## src/rtl/food_map_scanner_if.sv

```systemverilog
// Food-map scanner bundle: scan request, read-only BRAM port and pellet-count status.
// The master side is the scanner; the slave side is the BRAM plus game-state controller.
interface food_map_scanner_if #(
  parameter int ADDR_W   = 6,
  parameter int ROW_BITS = 80,
  parameter int COUNT_W  = 13
);
  logic                scan_start;
  logic                mem_en;
  logic [ADDR_W-1:0]   mem_addr;
  logic [ROW_BITS-1:0] mem_rdata;
  logic                busy;
  logic [COUNT_W-1:0]  food_count;
  logic                count_valid;
  logic                all_eaten;

  modport master (
    input  scan_start, mem_rdata,
    output mem_en, mem_addr, busy, food_count, count_valid, all_eaten
  );

  modport slave (
    output scan_start, mem_rdata,
    input  mem_en, mem_addr, busy, food_count, count_valid, all_eaten
  );
endinterface

```

## src/rtl/food_map_scanner.sv

```systemverilog
// Sweeps every food-map row on scan_start and popcounts them into a remaining-pellet count.
// Result lands MAP_ROWS+READ_LATENCY+1 cycles after the start; starts outside IDLE are dropped.
module food_map_scanner #(
  parameter int MAP_ROWS     = 60,
  parameter int ROW_BITS     = 80,
  parameter int ADDR_W       = 6,
  parameter int COUNT_W      = 13,
  parameter int READ_LATENCY = 1
) (
  input logic              clk,
  input logic              rst_n,
  food_map_scanner_if.master bus
);
  localparam int PC_W = $clog2(ROW_BITS + 1);

  typedef enum logic [1:0] {IDLE, ISSUE, DRAIN, DONE} state_t;

  state_t                  state, state_nxt;
  logic [ADDR_W-1:0]       row_cnt, row_nxt;
  logic [READ_LATENCY-1:0] vld_sr, vld_nxt;
  logic [READ_LATENCY:0]   vld_ext;
  logic [COUNT_W-1:0]      acc, acc_nxt;
  logic [COUNT_W-1:0]      food_count_q;
  logic                    all_eaten_q;
  logic                    count_valid_q;
  logic [PC_W-1:0]         row_pop;
  logic                    pending;
  logic                    enter_done;

  assign bus.mem_en      = (state == ISSUE);
  assign bus.mem_addr    = row_cnt;
  assign bus.busy        = (state != IDLE);
  assign bus.food_count  = food_count_q;
  assign bus.count_valid = count_valid_q;
  assign bus.all_eaten   = all_eaten_q;

  always_comb begin
    row_pop = '0;
    for (int i = 0; i < ROW_BITS; i++) begin
      row_pop = row_pop + PC_W'(bus.mem_rdata[i]);
    end
  end

  // Each issued read walks to the tail bit, which lines up with its data on mem_rdata.
  assign vld_ext = {vld_sr, bus.mem_en};
  assign vld_nxt = vld_ext[READ_LATENCY-1:0];

  // Reads still in flight behind the one returning this cycle.
  always_comb begin
    pending = 1'b0;
    for (int i = 0; i < READ_LATENCY - 1; i++) begin
      pending = pending | vld_sr[i];
    end
  end

  assign enter_done = (state == DRAIN) && !pending;

  always_comb begin
    state_nxt = state;
    row_nxt   = row_cnt;
    acc_nxt   = acc;
    if (vld_sr[READ_LATENCY-1]) begin
      acc_nxt = acc + COUNT_W'(row_pop);
    end
    case (state)
      IDLE: begin
        if (bus.scan_start) begin
          state_nxt = ISSUE;
          row_nxt   = '0;
          acc_nxt   = '0;
        end
      end
      ISSUE: begin
        if (row_cnt == ADDR_W'(MAP_ROWS - 1)) begin
          state_nxt = DRAIN;
          row_nxt   = '0;
        end else begin
          row_nxt = row_cnt + ADDR_W'(1);
        end
      end
      DRAIN: begin
        if (!pending) begin
          state_nxt = DONE;
        end
      end
      DONE: begin
        state_nxt = IDLE;
      end
      default: begin
        state_nxt = IDLE;
      end
    endcase
  end

  always_ff @(posedge clk or negedge rst_n) begin
    if (!rst_n) begin
      state         <= IDLE;
      row_cnt       <= '0;
      vld_sr        <= '0;
      acc           <= '0;
      food_count_q  <= '0;
      all_eaten_q   <= 1'b0;
      count_valid_q <= 1'b0;
    end else begin
      state         <= state_nxt;
      row_cnt       <= row_nxt;
      vld_sr        <= vld_nxt;
      acc           <= acc_nxt;
      count_valid_q <= enter_done;
      // acc_nxt already includes the final row returning on this edge.
      if (enter_done) begin
        food_count_q <= acc_nxt;
        all_eaten_q  <= (acc_nxt == '0);
      end
    end
  end
endmodule

```

## src/flat_wrapper.sv

```systemverilog
// flat-port wrapper written by rule: the top's interface ports become plain ports
module food_map_scanner_flat 
#(
  parameter int MAP_ROWS     = 60,
  parameter int ROW_BITS     = 80,
  parameter int ADDR_W       = 6,
  parameter int COUNT_W      = 13,
  parameter int READ_LATENCY = 1
)
  (clk, rst_n, bus_scan_start, bus_mem_rdata, bus_mem_en, bus_mem_addr, bus_busy, bus_food_count, bus_count_valid, bus_all_eaten);
  food_map_scanner_if #(.ADDR_W(ADDR_W), .ROW_BITS(ROW_BITS), .COUNT_W(COUNT_W)) bus_i ();
  input logic clk;
  input logic rst_n;
  input wire logic [$bits(bus_i.scan_start)-1:0] bus_scan_start;
  input wire logic [$bits(bus_i.mem_rdata)-1:0] bus_mem_rdata;
  output wire logic [$bits(bus_i.mem_en)-1:0] bus_mem_en;
  output wire logic [$bits(bus_i.mem_addr)-1:0] bus_mem_addr;
  output wire logic [$bits(bus_i.busy)-1:0] bus_busy;
  output wire logic [$bits(bus_i.food_count)-1:0] bus_food_count;
  output wire logic [$bits(bus_i.count_valid)-1:0] bus_count_valid;
  output wire logic [$bits(bus_i.all_eaten)-1:0] bus_all_eaten;
  assign bus_i.scan_start = bus_scan_start;
  assign bus_i.mem_rdata = bus_mem_rdata;
  assign bus_mem_en = bus_i.mem_en;
  assign bus_mem_addr = bus_i.mem_addr;
  assign bus_busy = bus_i.busy;
  assign bus_food_count = bus_i.food_count;
  assign bus_count_valid = bus_i.count_valid;
  assign bus_all_eaten = bus_i.all_eaten;
  food_map_scanner #(.MAP_ROWS(MAP_ROWS), .ROW_BITS(ROW_BITS), .ADDR_W(ADDR_W), .COUNT_W(COUNT_W), .READ_LATENCY(READ_LATENCY)) u_core (.clk(clk), .rst_n(rst_n), .bus(bus_i));
endmodule
```

## config.mk

```make
export PLATFORM = sky130hd
export DESIGN_NAME = food_map_scanner_flat
export DESIGN_NICKNAME = d
export VERILOG_FILES = /design/src/rtl/food_map_scanner_if.sv /design/src/rtl/food_map_scanner.sv /design/src/flat_wrapper.sv
export SDC_FILE = /design/constraint.sdc
export NUM_CORES = 1
export LEC_CHECK = 0
export ABC_AREA = 0
export CAP_MARGIN = 20
export CORE_AREA = 2 2 132 70
export CTS_BUF_LIST = sky130_fd_sc_hd__clkbuf_8
export DETAILED_ROUTE_END_ITERATION = 16
export DIE_AREA = 0 0 134 72
export GPL_ROUTABILITY_DRIVEN = 0
export PLACE_DENSITY = 0.91
export SYNTH_ARGS = -nofsm -noshare
export SYNTH_HDL_FRONTEND = slang
export SYNTH_SLANG_ARGS = --single-unit
```

## constraint.sdc

```tcl
create_clock -name clk -period 3.9 [get_ports clk]
set_clock_uncertainty 0.15 [all_clocks]
set_input_delay 0.585 -clock clk [delete_from_list [all_inputs] [get_ports clk]]
set_output_delay 0.585 -clock clk [all_outputs]
set_load 0.01 [all_outputs]
```

==> impl_results.md, run 1 <==
- Syn_nets: 587
- Worst setup slack after layout: -4.19 ns
- Num ports: 106
- Fill cells: 548
- Share of layout cells above drive strength 1: 26.3%
- Yosys warns: 0
- Setup tns final: -97.10 ns
- Worst hold path startpoint: u_core.bus.food_count[9]
- CTS tree: built
- Worst reg2reg path startpoint: u_core.state[0]
- DR DRC count: 0
- Total clock sinks: 37
- Final period util: 207%
- Die W: 134 um
- Crit path max-delay family: adder cells
- Synth Area per Inst: 10.1 um^2
- Worst reg2reg path depth: 7
- Port Buf Inserts: 105
- FF-to-FF setup slack: 0.90 ns
- Startpoint types: input pin
- Utilization after layout: 70.9%
- H-tree depth: 2
- Peak Freq: 124 MHz
- CTS Root Buffer Type: clkbuf_8
- Drt wl/cell: 19.4 um
- CP Class: in2reg
- Critical path arrival: 8.14 ns
- Hold Path Depth: 1
- Synth async-reset ratio: 100%
- Largest net degree at the start of global routing: 38
- Slew @ Worst Pin: 0.623 ns
- Via-to-Cell Ratio: 5.34
- Vias post-DR: 3530
- RR Endpoint: u_core.bus.all_eaten
- Die span in y: 72 um
- Hold path endpoint: u_core.bus.food_count[9]
- Vias in the first global route: 3901
- Post-synth EDFFs: 0
- Synthesized area: 0.00411 mm^2
- DPL Wire Length: 8.70 mm
- CP Capture Type: flip-flop
- CTS Buf Count: 5
- #FFs+latches synth: 37
- Maximum capacitance violations: 0
- First DRT Iteration DRCs: 238
- Layout Nets: 723
- RSZ-0062 raised after global routing: yes
- First-pass GRT wire length: 19.1 mm
- Failing checks: negative setup slack
- Register area share after synthesis: 22.5%
- Post-Syn Instances: 407
- Die ar.: 0.00965 mm^2
- Clock input transition at the sequential cells of the worst setup and hold paths: 0.08 ns
- Final setup fails: 27
- Yosys cell types: 47
- Starting Density: 48.7%
- Slowest-stage cell, CP: fa_1
- Final hold viol count: 0
- Layout area overhead: 45.6%
- Outcome: complete, but fails checks
- Clk_lat worst skew: 0.30 ns
- Total wire length: 12.8 mm
- Top_reg_cell synth: dfrtp_1
- Drt first pass iters: 5
- Grt total ovfl: 0
- Worst slew margin: 58.5%
- Hold buffers post-CTS: 0
- # rows: 24
- Final Max Tran Viols: 0
- Worst Path Required: 3.95 ns
- Dpl ws: -4.76 ns
- Worst Path Buf+Inv: 6
- Initial antenna violation count: 0
- Core Footprint: 0.00844 mm^2
- Largest stage delay on the critical path: 0.60 ns
- Type of the most critical hold path: reg2reg
- Final min period: 8.09 ns
- Critical Path Fanout Max: 4
- Most used cell, CP: fa_1
- CTS max path bufs: 2
- Detail Route Antenna Nets: 0
- Global Route Usage Sum: 25.9%
- Antenna diodes: 0
[worst reg2reg max path, delay by kind of cell, from the launching register on]
kind            cells  cell delay [ns]
buf+inv             1             0.10
flops               1             0.41
compound gates      1             0.32
simple gates        4             1.68
fa+ha+maj           1             0.23
[sequential cells by signal (all words and copies together), names as in the netlist]
register	count
u_core.bus.count_valid	1
u_core.vld_sr	1
u_core.state	2
u_core.bus.mem_addr	6
u_core.bus.all_eaten	1
u_core.acc	13
u_core.bus.food_count	13
[metrics by stage]
stage                     hold WS (ns)  std cells  instance area, um^2
after global placement           0.341        646                 5510
after floorplan                  0.139        407                 4180
after CTS                        0.368        666                 5900
after global routing             0.379        661                 5980
final                            0.366        661                 5980
after detailed placement         0.345        646                 5510
[cells in the mapped netlist, types with 3 or more instances]
cell	count	area, um^2
inv_1	123	462
fa_1	70	1400
dfrtp_1	37	926
ha_1	27	338
nor2_1	19	71.3
o21ai_0	15	75.1
a21oi_1	11	55.1
nand2_1	11	41.3
mux2_2	10	113
a21o_1	8	60.1
xnor2_1	8	70.1
nand3_1	7	35.0
nand2b_1	5	31.3
xor2_1	5	43.8
and3_1	4	25.0
mux2i_1	4	40.0
a211oi_1	3	22.5
nand3b_1	3	22.5
nor2b_1	3	18.8
nor3_1	3	15.0
[final cells by class]
type                            instances  area [um^2]  area share, %
Clock buffer                            6         82.6           1.38
Clock inverter                          2         33.8          0.565
Inverter                              123          469           7.84
Multi-Input combinational cell        242         3090           51.7
Sequential cell                        37          926           15.5
Tap cell                              117          146           2.45
Timing Repair Buffer                  134         1230           20.6
[worst max-delay path by stage]
stage                                      end              start  slack (ns)  cells after the start
after floorplan           u_core.bus.all_eaten  bus_mem_rdata[36]       -3.77                     23
after global placement    u_core.bus.all_eaten  bus_mem_rdata[36]       -4.56                     23
after detailed placement  u_core.bus.all_eaten  bus_mem_rdata[36]       -4.76                     23
after CTS                 u_core.bus.all_eaten   bus_mem_rdata[1]       -4.02                     20
after global routing      u_core.bus.all_eaten  bus_mem_rdata[12]       -4.34                     28
final                     u_core.bus.all_eaten  bus_mem_rdata[12]       -4.19                     28
[cell usage in the layout (no fill, tap or decap), types with 4 or more instances in the layout]
cell type        instances
nor2_1                  11
fa_2                     8
xnor2_2                  5
nor2_2                   5
clkbuf_8                 6
ha_1                    20
a21oi_2                  7
mux2_4                   7
buf_6                   10
clkdlybuf4s50_1         68
and3_1                   4
nand3_1                  5
nand2_1                 10
clkdlybuf4s15_1          6
o21ai_0                 10
clkbuf_2                 5
buf_4                   22
mux2i_1                  4
dlygate4sd2_1           20
inv_1                   97
dfrtp_1                 37
fa_1                    62
ha_4                     7
nand2b_1                 5
inv_2                   26
a21o_1                   8
[logic make-up after synthesis]
| family | Yosys count | share of synthesized area [%] |
|---|---|---|
| buffers and inverters | 128 | 11.8 |
| adders and majority gates | 97 | 42.3 |
| and+or+nand+nor | 66 | 8.25 |
| AOI/OAI and AO/OA | 52 | 8.56 |
| DFF | 37 | 22.5 |
| muxes | 14 | 3.72 |
| xor gates and xnor gates | 13 | 2.77 |
[metal layers]
metal  GRT usage [%]  vias to the layer above  part of all wire [%]
met5               0                        -                     0
met4            8.16                        0                   4.7
met3            6.71                       62                   9.5
met2            45.9                      238                    46
met1            31.7                     1722                    39
li1                -                     1508                     -
[timing repair]
item | in CTS | in global routing
gates resized for setup | 112 | 68
setup buffers | 19 | 6
gates cloned | 0 | 0
endpoints found under the setup margin | 27 | 27
pin swaps | 57 | 33
Power of run 1 is not shown: default switching activity piles up to over one toggle a cycle in this logic, so the estimate is an artifact.
==> inputs of run 2 (changes only) <==
PLACE_DENSITY = 0.82   (was 0.91)
==> run 2 against run 1 <==
The run still ends with negative setup slack left; global-route usage down 3.5 points; core utilization down 1.2 points; worst setup slack better by 0.31 ns; highest routed layer unchanged; fmax up 3.9%; non-clock buffer count up 1; critical path depth down 4; register-to-register slack better by 0.03 ns; die area unchanged; sequential cell count unchanged; count of clock-buffer cells in the layout unchanged.
==> impl_results.md, run 2 (same netlist as run 1, synthesis figures left out) <==
- Core Footprint: 0.00844 mm^2
- Total clock sinks: 37
- Worst reg2reg path depth: 7
- Sequential Area: 926 um^2
- Final setup fails: 27
- Hold buffers post-CTS: 0
- Slew @ Worst Pin: 0.607 ns
- Layout area overhead: 43.2%
- Outcome: complete, but fails checks
- Critical Path Fanout Max: 2
- Port Buf Inserts: 105
- Detail Route Antenna Nets: 0
- Worst reg2reg path startpoint: u_core.state[1]
- Most used cell, CP: fa_1
- DR DRC count: 0
- Drt wl/cell: 16.1 um
- Dpl ws: -4.72 ns
- CTS tree: built
- Die span in y: 72 um
- Worst Setup EP: u_core.bus.all_eaten
- Drt first pass iters: 4
- Clk_lat worst skew: 0.30 ns
- Crit-path cells: buf_6 -> ha_4 -> inv_2 -> fa_1 -> fa_1 -> fa_2 -> fa_1 -> fa_1 -> fa_1 -> fa_1 -> fa_1 -> fa_2 -> fa_2 -> inv_2 -> a21o_1 -> a21oi_2 -> xnor2_1 -> ha_1 -> and3_4 -> a221oi_4 -> xor2_1 -> a21oi_2 -> or4_4 -> o41ai_2
- Fin cells: 661
- Met2 usage: 37.8%
- Final period util: 200%
- CTS Buf Count: 5
- Final hold viol count: 0
- Largest stage delay on the critical path: 0.60 ns
- RSZ-0062 raised after global routing: yes
- Utilization after layout: 69.7%
- Worst setup slack after layout: -3.89 ns
- GRT busiest layer: met2
- Antenna diodes: 0
- H-tree depth: 2
- Slowest-stage cell, CP: fa_2
- CP Capture Type: flip-flop
- Grt met1 use: 30.5%
- Grt total ovfl: 0
- Type of the most critical hold path: reg2reg
- Via-to-Cell Ratio: 5.06
- # rows: 24
- Grt met3 use: 5.31%
- Maximum capacitance violations: 0
- Initial antenna violation count: 0
- Share of layout cells above drive strength 1: 22.6%
- Largest net degree at the start of global routing: 38
- FF-to-FF setup slack: 0.93 ns
- Worst Path Required: 3.95 ns
- RR Endpoint: u_core.bus.all_eaten
- Layout Nets: 724
- First-pass GRT wire length: 16.8 mm
- CTS max path bufs: 2
- Placed Cells: 644
- Setup tns final: -90.38 ns
- Final Max Tran Viols: 0
- Peak Freq: 128 MHz
- Die W: 134 um
- CP Class: in2reg
- Critical path arrival: 7.84 ns
- Global Route Usage Sum: 22.4%
- Total wire length: 10.6 mm
- Launch point of the worst path: bus_mem_rdata[0]
- Vias post-DR: 3345
- DPL Wire Length: 8.60 mm
- Startpoint types: input pin
- Failing checks: negative setup slack
- Num ports: 106
- Final min period: 7.79 ns
- Most frequent cells in the layout: inv_1, clkdlybuf4s50_1, fa_1
- Starting Density: 48.7%
- Most common cell after layout, fill and taps aside: inv_1
- First DRT Iteration DRCs: 185
- Vias in the first global route: 3497
- Hold Path Depth: 1
- Worst slew margin: 59.5%
- Clock input transition at the sequential cells of the worst setup and hold paths: 0.07 ns
- Fill cells: 576
- Multi-input logic area: 0.00301 mm^2
- Die ar.: 0.00965 mm^2
- CTS Root Buffer Type: clkbuf_8
## run 2: what timing repair did
item	in CTS	in global routing
pin swaps	55	36
resized for setup	85	48
setup buffers	4	10
gates cloned	0	0
setup endpoints to repair	27	27
## run 2: worst max-delay path: cells and delay by family
family / cells / cell delay (ns)
compound gates: 5 / 0.85
xor+xnor: 2 / 0.34
fa+ha+maj: 12 / 5.26
buf+inv: 3 / 0.18
simple gates: 2 / 0.62
## run 2: worst min path at each step
stage	start	to	slack, ns
floorplan	rst_n	u_core.acc[0]	0.14
detailed placement	u_core.bus.food_count[8]	u_core.bus.food_count[8]	0.35
global placement	u_core.bus.food_count[8]	u_core.bus.food_count[8]	0.34
finish	u_core.bus.food_count[1]	u_core.bus.food_count[1]	0.35
CTS	u_core.bus.food_count[1]	u_core.bus.food_count[1]	0.36
global route	u_core.bus.food_count[10]	u_core.bus.food_count[10]	0.37
## run 2: cell type report
type                    count  share of cell area, %
multi-input cells         242                   51.1
flip-flops and latches     37                   15.7
clock buffers               6                   1.40
well taps                 117                   2.49
clock inverters             1                 0.0638
inverters                 123                   7.98
repair buffers            135                   21.2
## run 2: metrics by stage
stage / hold WS [ns] / area, um^2
6_report: 0.355 / 5880
5_1_grt: 0.371 / 5880
2_1_floorplan: 0.139 / 4180
3_5_place_dp: 0.346 / 5500
3_3_place_gp: 0.340 / 5500
4_1_cts: 0.361 / 5680
## run 2: layer usage
layer,routed length [um],share of wire [%],vias to the layer above
li1,-,-,1514
met1,4710,44,1678
met2,4950,47,136
met3,809,7.6,17
met4,155,1.5,0
met5,0,0,-
Power of run 2 is left out for the same reason.
